===== config.mk =====
export PLATFORM = sky130hd
export DESIGN_NAME = axis_upsizer
export DESIGN_NICKNAME = d
export VERILOG_FILES = /design/src/rtl/axis_upsizer.sv
export SDC_FILE = /design/constraint.sdc
export NUM_CORES = 1
export LEC_CHECK = 0
export CAP_MARGIN = 20
export CORE_MARGIN = 5
export CORE_UTILIZATION = 47
export DETAILED_ROUTE_END_ITERATION = 8
export GPL_ROUTABILITY_DRIVEN = 0
export PLACE_DENSITY_LB_ADDON = 0.25
export SLEW_MARGIN = 10
export SYNTH_ARGS = -nofsm -noshare
export SYNTH_HDL_FRONTEND = slang
export SYNTH_SLANG_ARGS = --single-unit

===== constraint.sdc =====
create_clock -name aclk -period 1.5 [get_ports aclk]
set_clock_uncertainty 0.15 [all_clocks]
set_input_delay 0.15 -clock aclk [delete_from_list [all_inputs] [get_ports aclk]]
set_output_delay 0.15 -clock aclk [all_outputs]
set_load 0.03 [all_outputs]

===== src/rtl/axis_upsizer.sv =====
// AXI-Stream width upsizer: packs RATIO narrow beats into one wide word; tlast forces early emit with lane tkeep.
// One-cycle latency from completing beat to output; s_axis_tready drops while the output word is stalled.
module axis_upsizer #(
  parameter int IN_WIDTH  = 32,
  parameter int RATIO     = 2,
  parameter int OUT_WIDTH = IN_WIDTH * RATIO,
  parameter int CNT_WIDTH = $clog2(RATIO)
) (
  input  logic                 aclk,
  input  logic                 areset,
  input  logic                 s_axis_tvalid,
  input  logic [IN_WIDTH-1:0]  s_axis_tdata,
  input  logic                 s_axis_tlast,
  output logic                 s_axis_tready,
  output logic                 m_axis_tvalid,
  output logic [OUT_WIDTH-1:0] m_axis_tdata,
  output logic [RATIO-1:0]     m_axis_tkeep,
  output logic                 m_axis_tlast,
  input  logic                 m_axis_tready
);

  localparam logic [CNT_WIDTH-1:0] LAST_LANE = CNT_WIDTH'(RATIO - 1);

  logic [OUT_WIDTH-1:0] acc_dat;
  logic [RATIO-1:0]     acc_keep;
  logic [CNT_WIDTH-1:0] lane;

  logic                 s_acc;
  logic                 m_acc;
  logic                 complete;
  logic [OUT_WIDTH-1:0] beat_word;
  logic [RATIO-1:0]     beat_keep;

  assign s_axis_tready = !areset && (!m_axis_tvalid || m_axis_tready);
  assign s_acc         = s_axis_tvalid && s_axis_tready;
  assign m_acc         = m_axis_tvalid && m_axis_tready;
  assign complete      = (lane == LAST_LANE) || s_axis_tlast;

  // Current beat positioned in its lane; all other lanes zero so OR-merging keeps unused lanes clear.
  always_comb begin
    beat_word = '0;
    beat_keep = '0;
    beat_word[lane*IN_WIDTH +: IN_WIDTH] = s_axis_tdata;
    beat_keep[lane] = 1'b1;
  end

  always_ff @(posedge aclk) begin
    if (areset) begin
      m_axis_tvalid <= 1'b0;
      m_axis_tdata  <= '0;
      m_axis_tkeep  <= '0;
      m_axis_tlast  <= 1'b0;
      acc_dat       <= '0;
      acc_keep      <= '0;
      lane          <= '0;
    end else begin
      if (m_acc) begin
        m_axis_tvalid <= 1'b0;
      end
      if (s_acc) begin
        if (complete) begin
          // A new word overrides the clear above, so back-to-back words have no bubble.
          m_axis_tvalid <= 1'b1;
          m_axis_tdata  <= acc_dat | beat_word;
          m_axis_tkeep  <= acc_keep | beat_keep;
          m_axis_tlast  <= s_axis_tlast;
          acc_dat       <= '0;
          acc_keep      <= '0;
          lane          <= '0;
        end else begin
          acc_dat  <= acc_dat | beat_word;
          acc_keep <= acc_keep | beat_keep;
          lane     <= lane + CNT_WIDTH'(1);
        end
      end
    end
  end

endmodule


# == Word-level counts from Yosys, hierarchy flattened ==
# Cells that the tools add are included.
# totals
regBits,135
word_cells,33
# op_classes
addsub,2
order_cmp,2
n_shift,2
n_mux,8
bitwise_logic,3
n_reduce_logical,9
# op_table
operator,n
64-bit bitwise AND,1
64-bit two-way mux,1
64-bit bitwise OR,1
32-bit by 34-bit variable shift with 64-bit output (first input constant),1
32-bit by 34-bit indexed part select with 64-bit output,1
6-bit negation with 34-bit output,1
1-bit two-way mux,5
1-bit logical AND,4
1-bit zero test,2
1-bit logical OR,2
1-bit by 2-bit < comparator with 1-bit output (second input constant),1
2-bit two-way mux,1
2-bit bitwise OR,1
2-bit AND reduction,1
1-bit adder (second input constant),1
1-bit demux with 1-bit select,1
1-bit >= comparator (second input constant),1

# == Depth between registers and ports, before layout ==
# logic_depth
depth_word,6
mapped_depth,7

# == Least setup slack after synthesis ==
# No wires, ideal clock.
# synth_path
path_kind,register to register
from,register lane
to,register m_axis_tdata[0]
setup_ns,0.146
arrival_time_ns,1.314
t_required_ns,1.204
slack_ns,-0.110
path_stages_with_launch,8
path_buffers,4
path_cell_list,dfxtp_1 buf_6 or2_1 buf_2 buf_2 buf_2 a31oi_1 a211oi_2
# synth_between
elab_chain_len,4
word_cells_on_any_way,7
cone_classes,add/sub: 1; shift: 2; bitwise: 2; reduce/logical: 2
# synth_lines
element,line,source
start: declaration,26,logic [CNT_WIDTH-1:0] lane;
start signal: assignment,73,lane <= lane + CNT_WIDTH'(1);
6-bit negation with 34-bit output,43,beat_word[lane*IN_WIDTH +: IN_WIDTH] = s_axis_tdata;
32-bit by 34-bit indexed part select with 64-bit output / 32-bit by 34-bit variable shift with 64-bit output (equally long branches),43,
64-bit bitwise AND (no line),--,
64-bit bitwise OR,64,m_axis_tdata <= acc_dat | beat_word;
end signal: assignment,64,
end: declaration,16,"output logic [OUT_WIDTH-1:0] m_axis_tdata,"
# Several ways; a longest one is shown, not always the timed one.
# A chain may end at the register's enable or synchronous reset.

# == Worst setup path in the final report ==
# layout_path
from,register m_axis_tdata[63]
to,output m_axis_tdata[63]
# No word-level cell between the ends.

==> results.yml <==
synth:
  yosys_warnings: 0
  ys_types: 24
  ys_ff_latch: 135
  syn_inst: 581
  syn_area_per_cell_um2: 9.46
  synth-seq-area-share_pct: 49.2
  syn_area_mm2: 0.00550
  syn_nets: 618
clocking:
  clock_path_buffers: 2
  clk_pin_slew_ns: 0.06
  cts.sinks: 135
  cts-root-buf: "clkbuf_16"
  cts_tree: "built"
  cts_max_level: 4
  post-cts-setup-buffer-count: 0
  numCtsBuffers: 17
  clk_latency_ns: 0.43
detailed_routing:
  num_vias: 4996
  drt_iter0_markers: 482
  routed_wl_um: 15600
  drc: 0
  first_pass_iters: 5
  vias_per_cell: 5.98
  ant_nets: 0
  drt-wirelength-per-cell_um: 18.7
timing:
  grt_setup_unrepaired: "true"
  slew_viol_final: 0
  setup_violations: 0
  tightestPinTransition_ns: 0.835
  relSlewSlack_pct: 44.1
  fin_ws_ns: 0.00332
  finalCritPeriodShare_pct: 99.8
  min_period_ns: 1.50
  fin_hold_ws_ns: 0.0834
  hold_violations: 0
  fmax_mhz: 668
grt:
  grt-ovfl-total: 0
  grt.busiest_layer: "met2"
  grt_pass1_wl_um: 25300
  grt_start_max_net_pins: 64
  globalRouteMet1Util_pct: 27.4
  grt_pass1_vias: 4958
  grtUsageMet2_pct: 35.5
  grt_util_met3_pct: 6.49
  grt_use_total_pct: 21.8
  antenna_found_initial: 0
floorplan:
  start_util_pct: 48.1
  dieArea_mm2: 0.0140
  die_w_um: 118
  die_y_um: 118
  core_mm2: 0.0114
  row_count: 39
  io_pins: 106
cells_and_area:
  final_nets: 716
  instances_no_fill: 835
  multi_input_area_mm2: 0.00271
  layout-drive-gt1-share_pct: 24.9
  syn_to_final_growth_pct: 42.9
  mostFrequentLayoutCells: "dfxtp_1, nor2_1, a31oi_1"
  area.sequential_mm2: 0.00271
  num-fill-cells: 871
  antenna_cells: 0
  design_area_mm2: 0.00786
  layout_commonest_cell: "dfxtp_1"
hold_path:
  whs_path_depth: 4
  min_path_type: "in -> reg"
  holdPathEnd: "acc_keep[1]"
  worstHoldStart: "areset"
place:
  dp.cells: 798
  place_hpwl_um: 9680
  preCtsSetupSlack_ns: -0.305
  place_area_mm2: 0.00707
  place.port_buffers: 105
critical_path:
  crit_path_top_delay_cell: "dlygate4sd2_1"
  crit_cells: 1
  reg2reg_slack_ns: 0.01
  worstSetupPathType: "reg -> out"
  path_cells: "dlygate4sd2_1"
  max_stage_delay_ns: 0.41
  endpoint_kind: "primary output"
  worstPathRequired_ns: 1.20
  crit_fanout: 2
  r2r_start: "lane"
  worst_r2r_endpoint: "m_axis_tdata[14]"
  cp_data_arrival_time_ns: 1.20
  ff2ff_path_depth: 4
  worst_path_dominant_cell_family: "buffers and inverters"
  cp_num_buf_inv: 1
  cp-start-kind: "register"
pwr:
  vdd_ir_drop_max_uv: 1000
  p_leak_nw: 2.79
  netSwitchingFraction_pct: 26.1
  clockPowerShare_pct: 44.9
  comb_power_share_pct: 15.6
  power_frac_seq_pct: 39.5
  p_sw_w: 0.00253
  power.density_mw_per_mm2: 1240
  intPower_w: 0.00719
flow_run:
  max_cap_violations: 0
outcome:
  status: "complete, no violations"
## synth_stat cells
cell type / number / share of area, %
dfxtp_1: 135 / 49
nor2_1: 101 / 6.9
a31oi_1: 97 / 11
a211oi_2: 39 / 8.9
clkbuf_1: 38 / 2.6
a21oi_1: 35 / 3.2
nor2b_1: 34 / 3.9
a41oi_1: 32 / 5.1
a211oi_1: 25 / 3.4
buf_2: 20 / 1.8
buf_6: 11 / 2.3
buf_1: 2 / 0.14
a31o_1: 1 / 0.16
a32o_1: 1 / 0.18
and2_1: 1 / 0.11
and3_4: 1 / 0.20
and4_1: 1 / 0.16
inv_1: 1 / 0.068
nand2b_1: 1 / 0.11
nand3_1: 1 / 0.091
nor4_1: 1 / 0.11
o21a_1: 1 / 0.14
o221a_2: 1 / 0.20
or2_1: 1 / 0.11
## worst max-delay path by stage
stage                          start                to
finish              m_axis_tdata[63]  m_axis_tdata[63]
global route                    lane  m_axis_tdata[14]
CTS                 m_axis_tdata[62]  m_axis_tdata[62]
detailed placement     s_axis_tvalid  m_axis_tdata[29]
global placement       s_axis_tvalid  m_axis_tdata[54]
floorplan                       lane     m_axis_tvalid
## final cells by class
| type | count | area share (%) |
|---|---|---|
| Multi-Input combinational cell | 375 | 34.5 |
| Tap cell | 143 | 2.28 |
| Clock inverter | 8 | 1.50 |
| Sequential cell | 135 | 34.5 |
| Inverter | 1 | 0.0478 |
| Timing Repair Buffer | 149 | 20.7 |
| Clock buffer | 24 | 6.39 |
## sequential cells by signal, indices dropped and copies added (netlist names)
signal         cells
lane               1
m_axis_tlast       1
acc_keep           2
m_axis_tvalid      1
acc_dat           64
m_axis_tdata      64
m_axis_tkeep       2
## cells by family (layout without fill, tap and decap cells)
logic type             count (synthesis)  count (layout)  share of synthesized area, %
and+or+nand+nor                      142             143                          11.7
AOI/OAI and AO/OA                    232             232                          32.3
buffers and inverters                 72             182                          6.87
DFF                                  135             135                          49.2
## layer usage
metal / wire [µm] / vias up
met5: 0 / -
met3: 731 / 29
met4: 286 / 0
met2: 7620 / 136
met1: 6980 / 2443
li1: - / 2388
## metrics by stage
step | setup TNS (ns) | total power [W] | utilization (%)
after global routing | -0.933 | 0.0100 | 68.8
after global placement | -27.46 | 0.00537 | 61.9
final | 0 | 0.00972 | 68.8
after CTS | 0 | 0.00967 | 67.4
after detailed placement | -30.38 | 0.00540 | 61.9
after floorplan | -3.28 | 0.00483 | -
## power groups by stage
stage	sequential [W]	combinational [W]	clock, W
2_1_floorplan	0.00411	0.000718	0
3_3_place_gp	0.00391	0.00146	0
3_5_place_dp	0.00391	0.00149	0
4_1_cts	0.00384	0.00145	0.00438
5_1_grt	0.00386	0.00162	0.00456
6_report	0.00384	0.00151	0.00437
## timing repair
action	in CTS	in global routing
setup endpoints to repair	73	86
hold buffers	2	0
pin swaps	2	3
resized for setup	110	58
hold endpoints to repair	12	0
cloned	0	3
Note: power is estimated with default switching activity, not from simulation.
